<file path="config.mk">
export PLATFORM = sky130hd
export DESIGN_NAME = multicycle_ctrl_fsm_flat
export DESIGN_NICKNAME = d
export VERILOG_FILES = /design/src/rtl/multicycle_ctrl_fsm_if.sv /design/src/rtl/multicycle_ctrl_fsm.sv /design/src/flat_wrapper.sv
export SDC_FILE = /design/constraint.sdc
export NUM_CORES = 1
export LEC_CHECK = 0
export BUFFER_PORTS_ARGS = -buffer_cell sky130_fd_sc_hd__buf_2
export CELL_PAD_IN_SITES_DETAIL_PLACEMENT = 1
export CELL_PAD_IN_SITES_GLOBAL_PLACEMENT = 1
export CORE_ASPECT_RATIO = 0.8
export CORE_MARGIN = 3
export CORE_UTILIZATION = 42
export DETAILED_ROUTE_END_ITERATION = 8
export PLACE_DENSITY = 0.95
export SYNTH_ARGS = -nofsm -noshare
export SYNTH_HDL_FRONTEND = slang
export SYNTH_SLANG_ARGS = --single-unit
export TNS_END_PERCENT = 5
</file>
<file path="constraint.sdc">
create_clock -name clk -period 4.6 [get_ports clk]
set_input_delay 0.46 -clock clk [delete_from_list [all_inputs] [get_ports clk]]
set_output_delay 0.46 -clock clk [all_outputs]
set_load 0.01 [all_outputs]
</file>
<file path="src/rtl/multicycle_ctrl_fsm_if.sv">
// Control bus between the multicycle sequencer (master) and the shared
// datapath / functional units (slave). Select widths come from the
// SRCA / SRCB / ALU_OP / RESULT_WIDTH macros, with local defaults.
`ifndef SRCA
`define SRCA 2
`endif
`ifndef SRCB
`define SRCB 2
`endif
`ifndef ALU_OP
`define ALU_OP 2
`endif
`ifndef RESULT_WIDTH
`define RESULT_WIDTH 3
`endif

interface multicycle_ctrl_fsm_if;
   logic [6:0]               op;
   logic                     funct7b1;
   logic                     Zero;
   logic                     mem_ready;
   logic                     alu_ready;
   logic                     mul_ready;
   logic                     csr_ready;
   logic                     trap_ack;

   logic                     AdrSrc;
   logic                     IRWrite;
   logic                     PCUpdate;
   logic                     Branch;
   logic                     RegWrite;
   logic                     MemWrite;
   logic [`SRCA-1:0]         ALUSrcA;
   logic [`SRCB-1:0]         ALUSrcB;
   logic [`ALU_OP-1:0]       ALUOp;
   logic [`RESULT_WIDTH-1:0] ResultSrc;
   logic [2:0]               ImmSrc;
   logic                     ALUOutWrite;
   logic                     mem_valid;
   logic                     alu_valid;
   logic                     mul_valid;
   logic                     csr_valid;
   logic                     trap_valid;
   logic [1:0]               trap_cause;

   // Sequencer side
   modport master (
      input  op, funct7b1, Zero, mem_ready, alu_ready, mul_ready, csr_ready, trap_ack,
      output AdrSrc, IRWrite, PCUpdate, Branch, RegWrite, MemWrite,
             ALUSrcA, ALUSrcB, ALUOp, ResultSrc, ImmSrc, ALUOutWrite,
             mem_valid, alu_valid, mul_valid, csr_valid, trap_valid, trap_cause
   );

   // Datapath / unit side
   modport slave (
      output op, funct7b1, Zero, mem_ready, alu_ready, mul_ready, csr_ready, trap_ack,
      input  AdrSrc, IRWrite, PCUpdate, Branch, RegWrite, MemWrite,
             ALUSrcA, ALUSrcB, ALUOp, ResultSrc, ImmSrc, ALUOutWrite,
             mem_valid, alu_valid, mul_valid, csr_valid, trap_valid, trap_cause
   );
endinterface

</file>
<file path="src/rtl/multicycle_ctrl_fsm.sv">
// Control sequencer for the kianV rv32 multicycle datapath: fetch/decode/
// execute/writeback over valid/ready handshakes, CSR/system path, illegal
// opcode trap and a memory-bus stall watchdog.
// Optional M-extension path is built only when KIANV_MULDIV_EN is defined.
`ifndef SRCA
`define SRCA 2
`endif
`ifndef SRCB
`define SRCB 2
`endif
`ifndef ALU_OP
`define ALU_OP 2
`endif
`ifndef RESULT_WIDTH
`define RESULT_WIDTH 3
`endif

module multicycle_ctrl_fsm #(
   parameter int MEM_TIMEOUT = 256,   // 0 disables the watchdog
   parameter int CSR_SUPPORT = 1
) (
   input  logic                 clk,
   input  logic                 resetn,
   multicycle_ctrl_fsm_if.master bus
);

   typedef enum logic [4:0] {
      FETCH    = 5'd0,  DECODE  = 5'd1,  MEMADDR  = 5'd2,  MEMREAD = 5'd3,
      MEMWB    = 5'd4,  MEMWRITE = 5'd5, EXEC_R   = 5'd6,  ALUWB   = 5'd7,
      EXEC_I   = 5'd8,  JAL     = 5'd9,  BRANCH   = 5'd10, JALR    = 5'd11,
      LUI      = 5'd12, AUIPC   = 5'd13, EXEC_MUL = 5'd14, MULWB   = 5'd15,
      EXEC_SYS = 5'd16, SYSWB   = 5'd17, TRAP     = 5'd18
   } state_t;

   localparam logic [6:0] OP_LOAD   = 7'b0000011;
   localparam logic [6:0] OP_STORE  = 7'b0100011;
   localparam logic [6:0] OP_RTYPE  = 7'b0110011;
   localparam logic [6:0] OP_ITYPE  = 7'b0010011;
   localparam logic [6:0] OP_JAL    = 7'b1101111;
   localparam logic [6:0] OP_JALR   = 7'b1100111;
   localparam logic [6:0] OP_BRANCH = 7'b1100011;
   localparam logic [6:0] OP_LUI    = 7'b0110111;
   localparam logic [6:0] OP_AUIPC  = 7'b0010111;
   localparam logic [6:0] OP_SYSTEM = 7'b1110011;

   // Datapath select codes
   localparam logic [`SRCA-1:0]         SA_PC     = `SRCA'(0);
   localparam logic [`SRCA-1:0]         SA_OLDPC  = `SRCA'(1);
   localparam logic [`SRCA-1:0]         SA_RD1    = `SRCA'(2);
   localparam logic [`SRCA-1:0]         SA_ZERO   = `SRCA'(3);
   localparam logic [`SRCB-1:0]         SB_RD2    = `SRCB'(0);
   localparam logic [`SRCB-1:0]         SB_IMM    = `SRCB'(1);
   localparam logic [`SRCB-1:0]         SB_FOUR   = `SRCB'(2);
   localparam logic [`ALU_OP-1:0]       AOP_ADD   = `ALU_OP'(0);
   localparam logic [`ALU_OP-1:0]       AOP_SUB   = `ALU_OP'(1);
   localparam logic [`ALU_OP-1:0]       AOP_FUNCT = `ALU_OP'(2);
   localparam logic [`RESULT_WIDTH-1:0] RS_ALUOUT = `RESULT_WIDTH'(0);
   localparam logic [`RESULT_WIDTH-1:0] RS_DATA   = `RESULT_WIDTH'(1);
   localparam logic [`RESULT_WIDTH-1:0] RS_ALURES = `RESULT_WIDTH'(2);
   localparam logic [`RESULT_WIDTH-1:0] RS_MULOUT = `RESULT_WIDTH'(3);
   localparam logic [`RESULT_WIDTH-1:0] RS_CSROUT = `RESULT_WIDTH'(4);

   state_t     state_q, state_d;
   logic [1:0] cause_q, cause_d;
   logic       mem_valid_c;
   logic       mem_wait;
   logic       wd_expire;

   // A cycle where the bus is being asked and has not answered
   assign mem_wait = (state_q == FETCH || state_q == MEMREAD || state_q == MEMWRITE)
                     && mem_valid_c && !bus.mem_ready;

   generate
      if (MEM_TIMEOUT > 0) begin : g_wdog
         localparam int WD_W = (MEM_TIMEOUT > 1) ? $clog2(MEM_TIMEOUT) : 1;
         logic [WD_W-1:0] wdog;

         // Stall counter; restarts whenever the sequencer moves on
         always_ff @(posedge clk) begin
            if (!resetn)                  wdog <= '0;
            else if (state_d != state_q)  wdog <= '0;
            else if (mem_wait)            wdog <= wdog + 1'b1;
         end

         assign wd_expire = mem_wait && (wdog == WD_W'(MEM_TIMEOUT - 1));
      end else begin : g_no_wdog
         assign wd_expire = 1'b0;
      end
   endgenerate

   // State and trap cause registers; cause is captured only on TRAP entry
   always_ff @(posedge clk) begin
      if (!resetn) begin
         state_q <= FETCH;
         cause_q <= 2'b00;
      end else begin
         state_q <= state_d;
         if (state_d == TRAP && state_q != TRAP) cause_q <= cause_d;
      end
   end

   // Next state and datapath controls
   always_comb begin
      state_d       = state_q;
      cause_d       = 2'b00;
      mem_valid_c   = 1'b0;
      bus.alu_valid = 1'b0;
      bus.mul_valid = 1'b0;
      bus.csr_valid = 1'b0;
      bus.trap_valid = 1'b0;
      bus.AdrSrc    = 1'b0;
      bus.IRWrite   = 1'b0;
      bus.PCUpdate  = 1'b0;
      bus.Branch    = 1'b0;
      bus.RegWrite  = 1'b0;
      bus.MemWrite  = 1'b0;
      bus.ALUSrcA   = SA_PC;
      bus.ALUSrcB   = SB_RD2;
      bus.ALUOp     = AOP_ADD;
      bus.ResultSrc = RS_ALUOUT;

      case (state_q)
         FETCH: begin
            mem_valid_c   = 1'b1;
            bus.ALUSrcA   = SA_PC;
            bus.ALUSrcB   = SB_FOUR;
            bus.ResultSrc = RS_ALURES;
            bus.IRWrite   = bus.mem_ready;
            bus.alu_valid = bus.mem_ready;
            bus.PCUpdate  = bus.alu_ready;
            if (bus.mem_ready) state_d = DECODE;
            else if (wd_expire) begin
               state_d = TRAP;
               cause_d = 2'b01;
            end
         end
         DECODE: begin
            // Branch/jal target precomputed into ALUOut
            bus.alu_valid = 1'b1;
            bus.ALUSrcA   = SA_OLDPC;
            bus.ALUSrcB   = SB_IMM;
            if (bus.alu_ready) begin
               case (bus.op)
                  OP_LOAD, OP_STORE: state_d = MEMADDR;
                  OP_RTYPE: begin
                     if (!bus.funct7b1) state_d = EXEC_R;
                     else begin
`ifdef KIANV_MULDIV_EN
                        state_d = EXEC_MUL;
`else
                        state_d = TRAP;
                        cause_d = 2'b00;
`endif
                     end
                  end
                  OP_ITYPE:  state_d = EXEC_I;
                  OP_JAL:    state_d = JAL;
                  OP_JALR:   state_d = JALR;
                  OP_BRANCH: state_d = BRANCH;
                  OP_LUI:    state_d = LUI;
                  OP_AUIPC:  state_d = AUIPC;
                  OP_SYSTEM: begin
                     if (CSR_SUPPORT != 0) state_d = EXEC_SYS;
                     else begin
                        state_d = TRAP;
                        cause_d = 2'b00;
                     end
                  end
                  default: begin
                     state_d = TRAP;
                     cause_d = 2'b00;
                  end
               endcase
            end
         end
         MEMADDR: begin
            bus.alu_valid = 1'b1;
            bus.ALUSrcA   = SA_RD1;
            bus.ALUSrcB   = SB_IMM;
            if (bus.alu_ready) state_d = (bus.op == OP_LOAD) ? MEMREAD : MEMWRITE;
         end
         MEMREAD: begin
            mem_valid_c = 1'b1;
            bus.AdrSrc  = 1'b1;
            if (bus.mem_ready) state_d = MEMWB;
            else if (wd_expire) begin
               state_d = TRAP;
               cause_d = 2'b10;
            end
         end
         MEMWB: begin
            bus.RegWrite  = 1'b1;
            bus.ResultSrc = RS_DATA;
            state_d       = FETCH;
         end
         MEMWRITE: begin
            mem_valid_c  = 1'b1;
            bus.AdrSrc   = 1'b1;
            bus.MemWrite = 1'b1;
            if (bus.mem_ready) state_d = FETCH;
            else if (wd_expire) begin
               state_d = TRAP;
               cause_d = 2'b10;
            end
         end
         EXEC_R: begin
            bus.alu_valid = 1'b1;
            bus.ALUSrcA   = SA_RD1;
            bus.ALUSrcB   = SB_RD2;
            bus.ALUOp     = AOP_FUNCT;
            if (bus.alu_ready) state_d = ALUWB;
         end
         EXEC_I: begin
            bus.alu_valid = 1'b1;
            bus.ALUSrcA   = SA_RD1;
            bus.ALUSrcB   = SB_IMM;
            bus.ALUOp     = AOP_FUNCT;
            if (bus.alu_ready) state_d = ALUWB;
         end
         ALUWB: begin
            bus.RegWrite  = 1'b1;
            bus.ResultSrc = RS_ALUOUT;
            state_d       = FETCH;
         end
         JAL: begin
            // PC <- target held in ALUOut while ALU forms the link value
            bus.alu_valid = 1'b1;
            bus.ALUSrcA   = SA_OLDPC;
            bus.ALUSrcB   = SB_FOUR;
            bus.ResultSrc = RS_ALUOUT;
            bus.PCUpdate  = bus.alu_ready;
            if (bus.alu_ready) state_d = ALUWB;
         end
         JALR: begin
            // rs1+imm into ALUOut, then reuse JAL for link and PC update
            bus.alu_valid = 1'b1;
            bus.ALUSrcA   = SA_RD1;
            bus.ALUSrcB   = SB_IMM;
            if (bus.alu_ready) state_d = JAL;
         end
         BRANCH: begin
            bus.alu_valid = 1'b1;
            bus.ALUSrcA   = SA_RD1;
            bus.ALUSrcB   = SB_RD2;
            bus.ALUOp     = AOP_SUB;
            bus.ResultSrc = RS_ALUOUT;
            bus.Branch    = 1'b1;
            mem_valid_c   = bus.Zero;
            if (bus.alu_ready) state_d = FETCH;
         end
         LUI: begin
            bus.alu_valid = 1'b1;
            bus.ALUSrcA   = SA_ZERO;
            bus.ALUSrcB   = SB_IMM;
            if (bus.alu_ready) state_d = ALUWB;
         end
         AUIPC: begin
            bus.alu_valid = 1'b1;
            bus.ALUSrcA   = SA_OLDPC;
            bus.ALUSrcB   = SB_IMM;
            if (bus.alu_ready) state_d = ALUWB;
         end
`ifdef KIANV_MULDIV_EN
         EXEC_MUL: begin
            bus.mul_valid = 1'b1;
            if (bus.mul_ready) state_d = MULWB;
         end
         MULWB: begin
            bus.RegWrite  = 1'b1;
            bus.ResultSrc = RS_MULOUT;
            state_d       = FETCH;
         end
`endif
         EXEC_SYS: begin
            bus.csr_valid = 1'b1;
            if (bus.csr_ready) state_d = SYSWB;
         end
         SYSWB: begin
            bus.RegWrite  = 1'b1;
            bus.ResultSrc = RS_CSROUT;
            state_d       = FETCH;
         end
         TRAP: begin
            bus.trap_valid = 1'b1;
            if (bus.trap_ack) state_d = FETCH;
         end
         default: state_d = FETCH;
      endcase
   end

   assign bus.mem_valid   = mem_valid_c;
   assign bus.ALUOutWrite = !mem_valid_c;
   assign bus.trap_cause  = cause_q;

   // Immediate format straight from the opcode: 0 I, 1 S, 2 B, 3 U, 4 J
   always_comb begin
      bus.ImmSrc = 3'd0;
      case (bus.op)
         OP_STORE:         bus.ImmSrc = 3'd1;
         OP_BRANCH:        bus.ImmSrc = 3'd2;
         OP_LUI, OP_AUIPC: bus.ImmSrc = 3'd3;
         OP_JAL:           bus.ImmSrc = 3'd4;
         default:          bus.ImmSrc = 3'd0;
      endcase
   end

endmodule

</file>
<file path="src/flat_wrapper.sv">
// flat-port wrapper written by rule: the top's interface ports become plain ports
module multicycle_ctrl_fsm_flat 
#(
   parameter int MEM_TIMEOUT = 256,                             
   parameter int CSR_SUPPORT = 1
)
  (clk, resetn, bus_op, bus_funct7b1, bus_Zero, bus_mem_ready, bus_alu_ready, bus_mul_ready, bus_csr_ready, bus_trap_ack, bus_AdrSrc, bus_IRWrite, bus_PCUpdate, bus_Branch, bus_RegWrite, bus_MemWrite, bus_ALUSrcA, bus_ALUSrcB, bus_ALUOp, bus_ResultSrc, bus_ImmSrc, bus_ALUOutWrite, bus_mem_valid, bus_alu_valid, bus_mul_valid, bus_csr_valid, bus_trap_valid, bus_trap_cause);
  multicycle_ctrl_fsm_if bus_i ();
  input  logic clk;
  input  logic resetn;
  input wire logic [$bits(bus_i.op)-1:0] bus_op;
  input wire logic [$bits(bus_i.funct7b1)-1:0] bus_funct7b1;
  input wire logic [$bits(bus_i.Zero)-1:0] bus_Zero;
  input wire logic [$bits(bus_i.mem_ready)-1:0] bus_mem_ready;
  input wire logic [$bits(bus_i.alu_ready)-1:0] bus_alu_ready;
  input wire logic [$bits(bus_i.mul_ready)-1:0] bus_mul_ready;
  input wire logic [$bits(bus_i.csr_ready)-1:0] bus_csr_ready;
  input wire logic [$bits(bus_i.trap_ack)-1:0] bus_trap_ack;
  output wire logic [$bits(bus_i.AdrSrc)-1:0] bus_AdrSrc;
  output wire logic [$bits(bus_i.IRWrite)-1:0] bus_IRWrite;
  output wire logic [$bits(bus_i.PCUpdate)-1:0] bus_PCUpdate;
  output wire logic [$bits(bus_i.Branch)-1:0] bus_Branch;
  output wire logic [$bits(bus_i.RegWrite)-1:0] bus_RegWrite;
  output wire logic [$bits(bus_i.MemWrite)-1:0] bus_MemWrite;
  output wire logic [$bits(bus_i.ALUSrcA)-1:0] bus_ALUSrcA;
  output wire logic [$bits(bus_i.ALUSrcB)-1:0] bus_ALUSrcB;
  output wire logic [$bits(bus_i.ALUOp)-1:0] bus_ALUOp;
  output wire logic [$bits(bus_i.ResultSrc)-1:0] bus_ResultSrc;
  output wire logic [$bits(bus_i.ImmSrc)-1:0] bus_ImmSrc;
  output wire logic [$bits(bus_i.ALUOutWrite)-1:0] bus_ALUOutWrite;
  output wire logic [$bits(bus_i.mem_valid)-1:0] bus_mem_valid;
  output wire logic [$bits(bus_i.alu_valid)-1:0] bus_alu_valid;
  output wire logic [$bits(bus_i.mul_valid)-1:0] bus_mul_valid;
  output wire logic [$bits(bus_i.csr_valid)-1:0] bus_csr_valid;
  output wire logic [$bits(bus_i.trap_valid)-1:0] bus_trap_valid;
  output wire logic [$bits(bus_i.trap_cause)-1:0] bus_trap_cause;
  assign bus_i.op = bus_op;
  assign bus_i.funct7b1 = bus_funct7b1;
  assign bus_i.Zero = bus_Zero;
  assign bus_i.mem_ready = bus_mem_ready;
  assign bus_i.alu_ready = bus_alu_ready;
  assign bus_i.mul_ready = bus_mul_ready;
  assign bus_i.csr_ready = bus_csr_ready;
  assign bus_i.trap_ack = bus_trap_ack;
  assign bus_AdrSrc = bus_i.AdrSrc;
  assign bus_IRWrite = bus_i.IRWrite;
  assign bus_PCUpdate = bus_i.PCUpdate;
  assign bus_Branch = bus_i.Branch;
  assign bus_RegWrite = bus_i.RegWrite;
  assign bus_MemWrite = bus_i.MemWrite;
  assign bus_ALUSrcA = bus_i.ALUSrcA;
  assign bus_ALUSrcB = bus_i.ALUSrcB;
  assign bus_ALUOp = bus_i.ALUOp;
  assign bus_ResultSrc = bus_i.ResultSrc;
  assign bus_ImmSrc = bus_i.ImmSrc;
  assign bus_ALUOutWrite = bus_i.ALUOutWrite;
  assign bus_mem_valid = bus_i.mem_valid;
  assign bus_alu_valid = bus_i.alu_valid;
  assign bus_mul_valid = bus_i.mul_valid;
  assign bus_csr_valid = bus_i.csr_valid;
  assign bus_trap_valid = bus_i.trap_valid;
  assign bus_trap_cause = bus_i.trap_cause;
  multicycle_ctrl_fsm #(.MEM_TIMEOUT(MEM_TIMEOUT), .CSR_SUPPORT(CSR_SUPPORT)) u_core (.clk(clk), .resetn(resetn), .bus(bus_i));
endmodule
</file>
==> metrics.cfg, run 1 <==
[route]
dr_total_vias=1848
wl_met3_um=297
dr.pass1.iters=4
dr_wl_met2_mm=2.58
post_drt_wl_per_cell_um=17.9
antenna_left=0
vias_per_cell=5.96
finalWirelength_mm=5.55
drcViolationCount=0
first_iter_violations=120
top_layer=met4
wl_met1_mm=2.61

[cells_and_area]
finalNonFillerCells=310
layout.nets=273
drive_above_1_share=0.255
register_area_um2=300
fill_cells=535
area_growth_pct=11.5
finalCoreUtilization=0.503
final_area_mm2=0.00196
antennaDiodeCount=0
multi_input_area_mm2=0.00131

[setup_path]
crit_path_start_kind=register
crit_slowest_cell=dfxtp_1
slowest_delay_ns=1.03
ff2ff_path_depth=6
crit_path_max_fanout=31
crit_family=simple AND/OR/NAND/NOR gates
worstSetupPathType=reg -> reg
critPathRequiredTime_ns=4.77
r2r_slack_ns=1.54
reg2reg_to=u_core.g_wdog.wdog[3]
worst-path-buf-inv=0
critPathCaptureType=register
crit_arrival_ns=3.23
cp.depth=6
path_cells=nand2b_1, o211ai_1, a32oi_1, a311o_1, nand4bb_1, nor3_2
r2r-start=u_core.state_q[3]

[die]
start_util=0.451
rows=20
die_h_um=63.9
design.die.area_mm2=0.00501
die_x_um=78.4
core_area_mm2=0.00390
num_io_pins=42

[synth]
avgSynthCellArea_um2=7.68
syn_inst=229
synth_area_mm2=0.00176
async_flop_share=0
seq_area_frac_synth=0.171
synth_top_area_frac=0.171
yosys.area.top_type=dfxtp_1
ys_types=70
synthesis.nets=246
ys.flop_type=dfxtp_1
ys_ff_latch=15
synthTopCellsByArea=dfxtp_1 17%, nor3_2 5.1%, xnor2_1 4.0%
synth-edff-count=0
yosys_warnings=0

[timing]
slew_violations=0
min_period_ns=3.06
hold_viol=0
setup_viol=0
rsz0062_at_grt=no
slew_headroom=0.285
setup_tns_ns=0
timing.final.crit_share=0.665
whs_ns=0.466
max_freq_mhz=327
worst_pin_slew_ns=1.07
setup_slack_ns=1.54
clock_skew_ns=0.00582

[outcome]
status=completed

[global_routing]
antenna_found_initial=0
grt_pass1_wl_mm=9.25
gr-usage-all-layers=0.226
grt_pass1_vias=1833
grt_max_degree=32
grt-ovfl-total=0

[clock_network]
cts_tree=yes
post_cts_resized=0
clk_path_buf_depth=2
cts.sink_count=15
htree_levels=1
cts_buffers=3
cts_hold_buffers=0
postCtsSetupBuffers=0
clockRootBuffer=clkbuf_8
insertion_delay_ns=0.25
path_clk_slew_ns=0.06

[placed_design]
placedCellCount=306
io_buffers=39
place_area_mm2=0.00192
place_ws_ns=1.61
gp_congestion=0.906
place_hpwl_mm=4.15

[worst_hold_path]
min_to=u_core.bus.trap_cause[0]
holdPathStages=3
min-delay-start=resetn
hp-class=in -> reg

[power_and_ir_drop]
p_leak_nw=0.794
pwr_density_cell_mw_per_mm2=231
fin_total_pwr_mw=0.453
vdd_ir_drop_max_mv=0.162

[run]
cap_violations=0

## worst max-delay path by stage
stage / endpoint / start / slack, ns
6_report: u_core.g_wdog.wdog[3] / u_core.state_q[3] / 1.54
3_5_place_dp: u_core.g_wdog.wdog[7] / u_core.state_q[3] / 1.61
2_1_floorplan: bus_PCUpdate / u_core.state_q[3] / 2.44
5_1_grt: u_core.g_wdog.wdog[7] / u_core.state_q[3] / 1.29
4_1_cts: u_core.g_wdog.wdog[3] / u_core.state_q[3] / 1.58
3_3_place_gp: u_core.g_wdog.wdog[1] / u_core.state_q[1] / 1.77
## worst register-to-register path, stage by stage (launching register included)
cell and delay (ns):
dfxtp_1 1.03, nand2b_1 0.30, o211ai_1 0.20, a32oi_1 0.21, a311o_1 0.38, nand4bb_1 0.54
nor3_2 0.32
## cell usage in the layout (no fill, tap or decap), types with 4 or more instances in the layout
| cell type | instances |
|---|---|
| a21oi_1 | 11 |
| nor3_2 | 9 |
| dfxtp_1 | 15 |
| nor2_1 | 17 |
| and3_1 | 5 |
| nand4_1 | 4 |
| nand3_1 | 5 |
| nand2b_1 | 8 |
| nor3_1 | 7 |
| nor2b_1 | 4 |
| nor4_1 | 5 |
| inv_1 | 11 |
| xnor2_1 | 8 |
| a31oi_1 | 5 |
| nand2_1 | 15 |
| and2_1 | 6 |
| o21ai_0 | 4 |
| buf_2 | 39 |
## cells by family after synthesis
group | count (synthesis) | synth area share
AO/OA/AOI/OAI | 57 | 0.257
adder cells (fa/ha/maj) | 1 | 0.00711
AND/OR/NAND/NOR | 112 | 0.400
buffers and inverters | 28 | 0.0846
other | 1 | 0.00213
XOR/XNOR | 11 | 0.0548
multiplexers | 4 | 0.0235
flip-flops | 15 | 0.171
## sequential cells by signal, summed over array words and instances, names as in the netlist
name                   cells
u_core.g_wdog.wdog         8
u_core.state_q             5
u_core.bus.trap_cause      2
## power by group
part / internal [mW] / leakage [nW] / switching (mW)
registers: 0.134 / 0.121 / 0.0191
logic: 0.0771 / 0.647 / 0.118
clock network: 0.0600 / 0.0255 / 0.0452
## cells in the mapped netlist (all sizes together), types with 3 or more instances
master   n
nor4     5
and3     5
and2     7
o21ai    4
buf     11
or2      4
nor2    18
nand2   15
xnor2    8
a21boi   4
nor3    16
inv     11
nand3    5
nor3b    3
nor2b    4
nand2b   8
or3      4
a21oi   11
mux2i    3
dfxtp   15
or3b     4
nand4    4
clkbuf   6
a31oi    5
xor2     3
nand3b   3
o32ai    3
a211oi   3
## cell type report
type,instances,share of cell area
Timing Repair Buffer,39,0.0995
Clock inverter,1,0.00255
Sequential cell,15,0.153
Clock buffer,3,0.0210
Inverter,11,0.0210
Multi-Input combinational cell,186,0.668
Tap cell,55,0.0351
## routing by layer
metal	global-route usage	vias up
li1	-	900
met1	0.313	873
met2	0.371	65
met3	0.0394	10
met4	0.0393	0
met5	0	-
(Power assumes the default switching activity.)
==> run 2: changes to the inputs <==
--- a/config.mk
+++ b/config.mk
@@ -10,9 +10,9 @@
 export CELL_PAD_IN_SITES_GLOBAL_PLACEMENT = 1
 export CORE_ASPECT_RATIO = 0.8
 export CORE_MARGIN = 3
-export CORE_UTILIZATION = 42
+export CORE_UTILIZATION = 39
 export DETAILED_ROUTE_END_ITERATION = 8
-export PLACE_DENSITY = 0.95
+export PLACE_DENSITY = 0.9
 export SYNTH_ARGS = -nofsm -noshare
 export SYNTH_HDL_FRONTEND = slang
 export SYNTH_SLANG_ARGS = --single-unit
==> constraint.sdc (replaced) <==
create_clock -name clk -period 3.2 [get_ports clk]
set_input_delay 0.32 -clock clk [delete_from_list [all_inputs] [get_ports clk]]
set_output_delay 0.32 -clock clk [all_outputs]
set_load 0.01 [all_outputs]
==> run 2 against run 1 <==
- clock skew decreased by 0.0039 ns
- flip-flop and latch count stayed put
- global-route usage decreased by 1.2 points
- utilization is 3.3 points lower
- clock power up 50%
- cell count up 2.3%
- register-to-register slack got worse by 0.92 ns
- fmax up 18%
- combinational power increased by 48%
- clock-buffer cell count grew 1
- worst hold slack worse by 0.12 ns
- critical path type unchanged
==> metrics.cfg, run 2 (synthesis gave the netlist of run 1 again) <==
[die]
die_x_um=81.1  ; +3.5%
start_util=0.413  ; -0.0374
die_h_um=66.1  ; +3.4%
core_area_mm2=0.00426  ; +9.0%
num_io_pins=42  ; unchanged
design.die.area_mm2=0.00536  ; +7.0%
rows=21  ; +5.0%

[clock_network]
path_clk_slew_ns=0.06  ; about the same
cts_hold_buffers=0  ; unchanged
htree_levels=1  ; unchanged
cts.sink_count=15  ; unchanged
clockRootBuffer=clkbuf_8
cts_tree=yes
post_cts_resized=0  ; unchanged
cts_buffers=3  ; unchanged
postCtsSetupBuffers=0  ; unchanged
insertion_delay_ns=0.25  ; about the same
clk_path_buf_depth=2  ; unchanged

[route]
drcViolationCount=0  ; unchanged
dr_total_vias=1870  ; +1.2%
wl_met1_mm=2.56  ; -1.9%
first_iter_violations=189  ; +57%
antenna_left=0  ; unchanged
post_drt_wl_per_cell_um=17.3  ; -3.6%
wl_met3_um=358  ; +21%
dr.pass1.iters=4  ; unchanged
dr_wl_met2_mm=2.47  ; -4.0%
finalWirelength_mm=5.48  ; -1.4%
top_layer=met4
vias_per_cell=5.90  ; -1.0%

[cells_and_area]
final_common_cell=buf_2
fill_cells=561  ; +4.9%
layout.nets=278  ; +1.8%
area_growth_pct=13.7
multi_input_area_mm2=0.00131  ; unchanged
layout_common_cells=39 x buf_2, 17 x nor2_1, 15 x nand2_1, 15 x dfxtp_1
antennaDiodeCount=0  ; unchanged
final_area_mm2=0.00200  ; +2.0%
largest_register_ffs=8  ; unchanged
top_register=u_core.g_wdog.wdog
register_area_um2=300  ; unchanged
drive_above_1_share=0.265  ; +0.0105
finalCoreUtilization=0.470  ; -0.0325

[timing]
rsz0062_at_grt=no
min_period_ns=2.58  ; -0.477 ns
setup_tns_ns=0  ; unchanged
setup_viol=0  ; unchanged
worst_pin_slew_ns=0.683  ; -0.388 ns
max_freq_mhz=387  ; +18%
hold_viol=0  ; unchanged
slew_violations=0  ; unchanged
timing.final.crit_share=0.807  ; +0.142
clock_skew_ns=0.00191  ; -0.00391 ns
slew_headroom=0.544  ; +0.259

[placed_design]
place_hpwl_mm=4.23  ; +1.8%
io_buffers=39  ; unchanged
place_area_mm2=0.00196  ; +2.1%
gp_congestion=0.885  ; -2.4%

[power_and_ir_drop]
p_leak_nw=0.818  ; +3.0%
vdd_ir_drop_max_mv=0.132  ; -19%
pwr_density_cell_mw_per_mm2=329  ; +42%

[setup_path]
worstSetupPathType=reg -> reg
critPathRequiredTime_ns=3.38  ; -1.39 ns
crit_path_start_kind=register
critPathCaptureType=register
crit_path_max_fanout=18  ; -42%
crit_arrival_ns=2.76  ; -0.47 ns

[run]
cap_violations=0  ; unchanged

[global_routing]
grt_max_degree=22  ; -31%
grt-ovfl-total=0  ; unchanged
gr-usage-all-layers=0.214  ; -0.0122
antenna_found_initial=0  ; unchanged
grt_pass1_wl_mm=9.00  ; -2.6%
grt_pass1_vias=1849  ; +0.87%

[outcome]
status=completed

[worst_hold_path]
hp-class=in -> reg

-- run 2: cell count changes in the layout (fill, tap and decap cells not counted), sizes merged --
cell / before / now
buf: 39 / 44
clkinv: 1 / 0
clkbuf: 3 / 4
-- run 2: where the power goes --
| part | switching (mW) | internal (mW) | total, mW |
|---|---|---|---|
| registers | 0.0198 | 0.193 | 0.213 |
| clock network | 0.0685 | 0.0882 | 0.157 |
| logic | 0.173 | 0.115 | 0.288 |
| total | 0.261 | 0.397 | 0.658 |
-- run 2: layout make-up --
cell class / instances / share of cell area
multi-input combinational: 186 / 0.655
sequential: 15 / 0.150
timing repair buffer: 44 / 0.116
tap: 57 / 0.0356
clock buffer: 4 / 0.0225
inverter: 11 / 0.0206
-- run 2: worst paths after layout --
path                       startpoint                  endpoint  slack [ns]  depth (start not counted)
max                 u_core.state_q[1]     u_core.g_wdog.wdog[6]        0.62                          7
min                            resetn  u_core.bus.trap_cause[0]        0.34                          3
max reg2reg         u_core.state_q[1]     u_core.g_wdog.wdog[6]        0.62                          7
min reg2reg  u_core.bus.trap_cause[1]  u_core.bus.trap_cause[1]        0.47                          2
-- run 2: worst max-delay path, cell delays in order, from the launching register on --
cell and delay [ns]:
dfxtp_1 0.76, or3b_1 0.45, o211ai_1 0.11, a32oi_1 0.21, a311o_1 0.41, nand4bb_1 0.20, buf_4 0.20, nor3_2 0.17
-- run 2: layer usage --
metal  track usage  vias up
met3        0.0381       10
li1              -      911
met5             0        -
met4        0.0570        0
met2         0.349       68
met1         0.287      881
-- run 2: per-stage QoR --
stage          cells  power [mW]  hold WS [ns]  worst slack [ns]
2_1_floorplan    229       0.423         0.458              1.18
3_3_place_gp     313       0.495         0.454             0.721
3_5_place_dp     313       0.503         0.462             0.647
4_1_cts          317       0.661         0.341             0.634
5_1_grt          317       0.707         0.347             0.436
6_report         317       0.658         0.342             0.617
==> run 3: changes to the inputs <==
--- a/config.mk
+++ b/config.mk
@@ -10,9 +10,9 @@
 export CELL_PAD_IN_SITES_GLOBAL_PLACEMENT = 1
 export CORE_ASPECT_RATIO = 0.8
 export CORE_MARGIN = 3
-export CORE_UTILIZATION = 39
+export CORE_UTILIZATION = 35
 export DETAILED_ROUTE_END_ITERATION = 8
-export PLACE_DENSITY = 0.9
+export PLACE_DENSITY = 0.86
 export SYNTH_ARGS = -nofsm -noshare
 export SYNTH_HDL_FRONTEND = slang
 export SYNTH_SLANG_ARGS = --single-unit
==> constraint.sdc (replaced) <==
create_clock -name clk -period 2.29 [get_ports clk]
set_input_delay 0.229 -clock clk [delete_from_list [all_inputs] [get_ports clk]]
set_output_delay 0.229 -clock clk [all_outputs]
set_load 0.01 [all_outputs]
==> run 3 against run 2 <==
- global-route usage down 0.050 points
- worst setup slack worse by 0.54 ns
- routed wire length up 18%
- via count up 12%
- register-to-register slack worse by 0.54 ns
- non-clock buffer count up 27
- fmax up 17%
==> metrics.cfg, run 3 (synthesis gave the netlist of run 1 again) <==
[worst_hold_path]
min-delay-start=resetn
hp-class=in -> reg
min_to=u_core.bus.trap_cause[0]
holdPathStages=3  ; unchanged

[setup_path]
crit_path_max_fanout=9  ; -9
slowest_delay_ns=0.41  ; -0.35 ns
crit_path_start_kind=register
critPathCaptureType=register
reg2reg_to=u_core.g_wdog.wdog[1]
crit_family=simple AND/OR/NAND/NOR gates
r2r_slack_ns=0.08  ; -0.54 ns
ff2ff_path_depth=8  ; +1
crit_slowest_cell=dfxtp_2
worstSetupPathType=reg -> reg
path_cells=buf_4, or3b_1, o41ai_1, nand2_1, nand3_1, o311ai_4, buf_12, nor3_2
crit_arrival_ns=2.39  ; -0.37 ns
critPathRequiredTime_ns=2.47  ; -0.91 ns
crit_start=u_core.state_q[1]
r2r-start=u_core.state_q[1]
worst-path-buf-inv=2  ; +1

[power_and_ir_drop]
power_frac_seq=0.281  ; -0.042
intPower_mw=0.624  ; +57%
vdd_ir_drop_max_mv=0.344  ; +160%
swShare=0.393  ; -0.00447
p_leak_nw=0.967  ; +18%
comb_power_share=0.503  ; +0.065
pwr_density_cell_mw_per_mm2=457  ; +39%
p_sw_mw=0.404  ; +54%
clkPwrFrac=0.216  ; -0.022

[cells_and_area]
register_area_um2=305  ; +1.7%
top_register=u_core.g_wdog.wdog
largest_register_ffs=8  ; unchanged
multi_input_area_mm2=0.00133  ; +1.6%
antennaDiodeCount=0  ; unchanged
layout_common_cells=39 x buf_2, 31 x buf_4, 17 x nor2_1, 15 x nand2_1
fill_cells=600  ; +7.0%
layout.nets=305  ; +9.7%
final_common_cell=buf_2
area_growth_pct=27.9
drive_above_1_share=0.362  ; +0.0970

[global_routing]
gr-usage-all-layers=0.213  ; -0.000503
grt_pass1_wl_mm=10.5  ; +16%
antenna_found_initial=0  ; unchanged
grt_max_degree=17  ; -23%
grt-ovfl-total=0  ; unchanged
grt_pass1_vias=2075  ; +12%

[timing]
slew_headroom=0.664  ; +0.120
setup_viol=0  ; unchanged
setup_tns_ns=0  ; unchanged
min_period_ns=2.21  ; -0.374 ns
clock_skew_ns=0.00669  ; +0.00478 ns
hold_viol=0  ; unchanged
slew_violations=0  ; unchanged
setup_slack_ns=0.0814  ; -0.536 ns
timing.final.crit_share=0.964  ; +0.157
max_freq_mhz=453  ; +17%
rsz0062_at_grt=no
worst_pin_slew_ns=0.497  ; -0.185 ns

[placed_design]
place_ws_ns=0.0759  ; -0.571 ns
io_buffers=39  ; unchanged
place_hpwl_mm=4.87  ; +15%
gp_congestion=0.869  ; -1.8%

[route]
vias_per_cell=6.01  ; +1.9%
finalWirelength_mm=6.46  ; +18%
dr_wl_met2_mm=3.00  ; +21%
drcViolationCount=0  ; unchanged
post_drt_wl_per_cell_um=18.6  ; +7.8%
wl_met3_um=562  ; +57%
top_layer=met4
dr.pass1.iters=4  ; unchanged
first_iter_violations=144  ; -24%
wl_met1_mm=2.72  ; +6.3%
dr_total_vias=2086  ; +12%
antenna_left=0  ; unchanged

[clock_network]
cts.sink_count=15  ; unchanged
post_cts_resized=1  ; +1
insertion_delay_ns=0.25  ; about the same
path_clk_slew_ns=0.07  ; about the same
cts_hold_buffers=0  ; unchanged
clockRootBuffer=clkbuf_8
cts_buffers=3  ; unchanged
postCtsSetupBuffers=0  ; unchanged
htree_levels=1  ; unchanged
clk_path_buf_depth=2  ; unchanged
cts_tree=yes

[die]
die_x_um=85.3  ; +5.1%
rows=22  ; +4.8%
core_area_mm2=0.00471  ; +11%
num_io_pins=42  ; unchanged
die_h_um=69.4  ; +5.1%
start_util=0.374  ; -0.0395
design.die.area_mm2=0.00592  ; +10%

[outcome]
status=completed

[run]
cap_violations=0  ; unchanged

## run 3: cell count changes in the layout (fill, tap and decap cells not counted), sizes merged
cell,change
clkbuf,-1
buf,+27
clkinvlp,+1
## run 3: worst register-to-register path: stages, from the launching register on
cell	delay, ns
dfxtp_2	0.41
buf_4	0.20
or3b_1	0.39
o41ai_1	0.40
nand2_1	0.18
nand3_1	0.16
o311ai_4	0.10
buf_12	0.16
nor3_2	0.15
## run 3: power by group through the flow
stage	clock network, mW	registers, mW	logic (mW)
2_1_floorplan	0	0.281	0.310
3_3_place_gp	0	0.293	0.483
3_5_place_dp	0	0.294	0.499
4_1_cts	0.229	0.288	0.508
5_1_grt	0.242	0.291	0.558
6_report	0.222	0.289	0.517
## run 3: layout make-up
type                    count  share of cell area
clock buffers               3              0.0184
clock inverters             1             0.00334
inverters                  11              0.0184
multi-input cells         186               0.592
flip-flops and latches     15               0.136
well taps                  60              0.0334
repair buffers             71               0.199
## run 3: layer usage
metal  vias to the layer above  GRT usage
li1                        966          -
met3                        20     0.0511
met1                       994      0.280
met2                       106      0.344
met4                         0     0.0633
met5                         -          0
## run 3: worst max-delay path by stage
stage                            endpoint  slack (ns)  cells past startpoint
floorplan           u_core.g_wdog.wdog[0]        0.28                      7
global placement    u_core.g_wdog.wdog[1]        0.14                      7
detailed placement  u_core.g_wdog.wdog[1]        0.08                      7
CTS                 u_core.g_wdog.wdog[7]        0.03                      8
global route        u_core.g_wdog.wdog[7]        0.02                      9
finish              u_core.g_wdog.wdog[1]        0.08                      8
## run 3: per-stage QoR
| step | util | instances | hold slack, ns | power, mW | area [µm²] |
|---|---|---|---|---|---|
| 6_report | 0.478 | 347 | 0.243 | 1.03 | 2250 |
| 5_1_grt | 0.478 | 347 | 0.256 | 1.09 | 2250 |
| 4_1_cts | 0.473 | 347 | 0.241 | 1.02 | 2220 |
| 3_5_place_dp | 0.462 | 343 | 0.450 | 0.793 | 2170 |
| 3_3_place_gp | 0.462 | 343 | 0.462 | 0.776 | 2170 |
| 2_1_floorplan | - | 229 | 0.367 | 0.591 | 1760 |
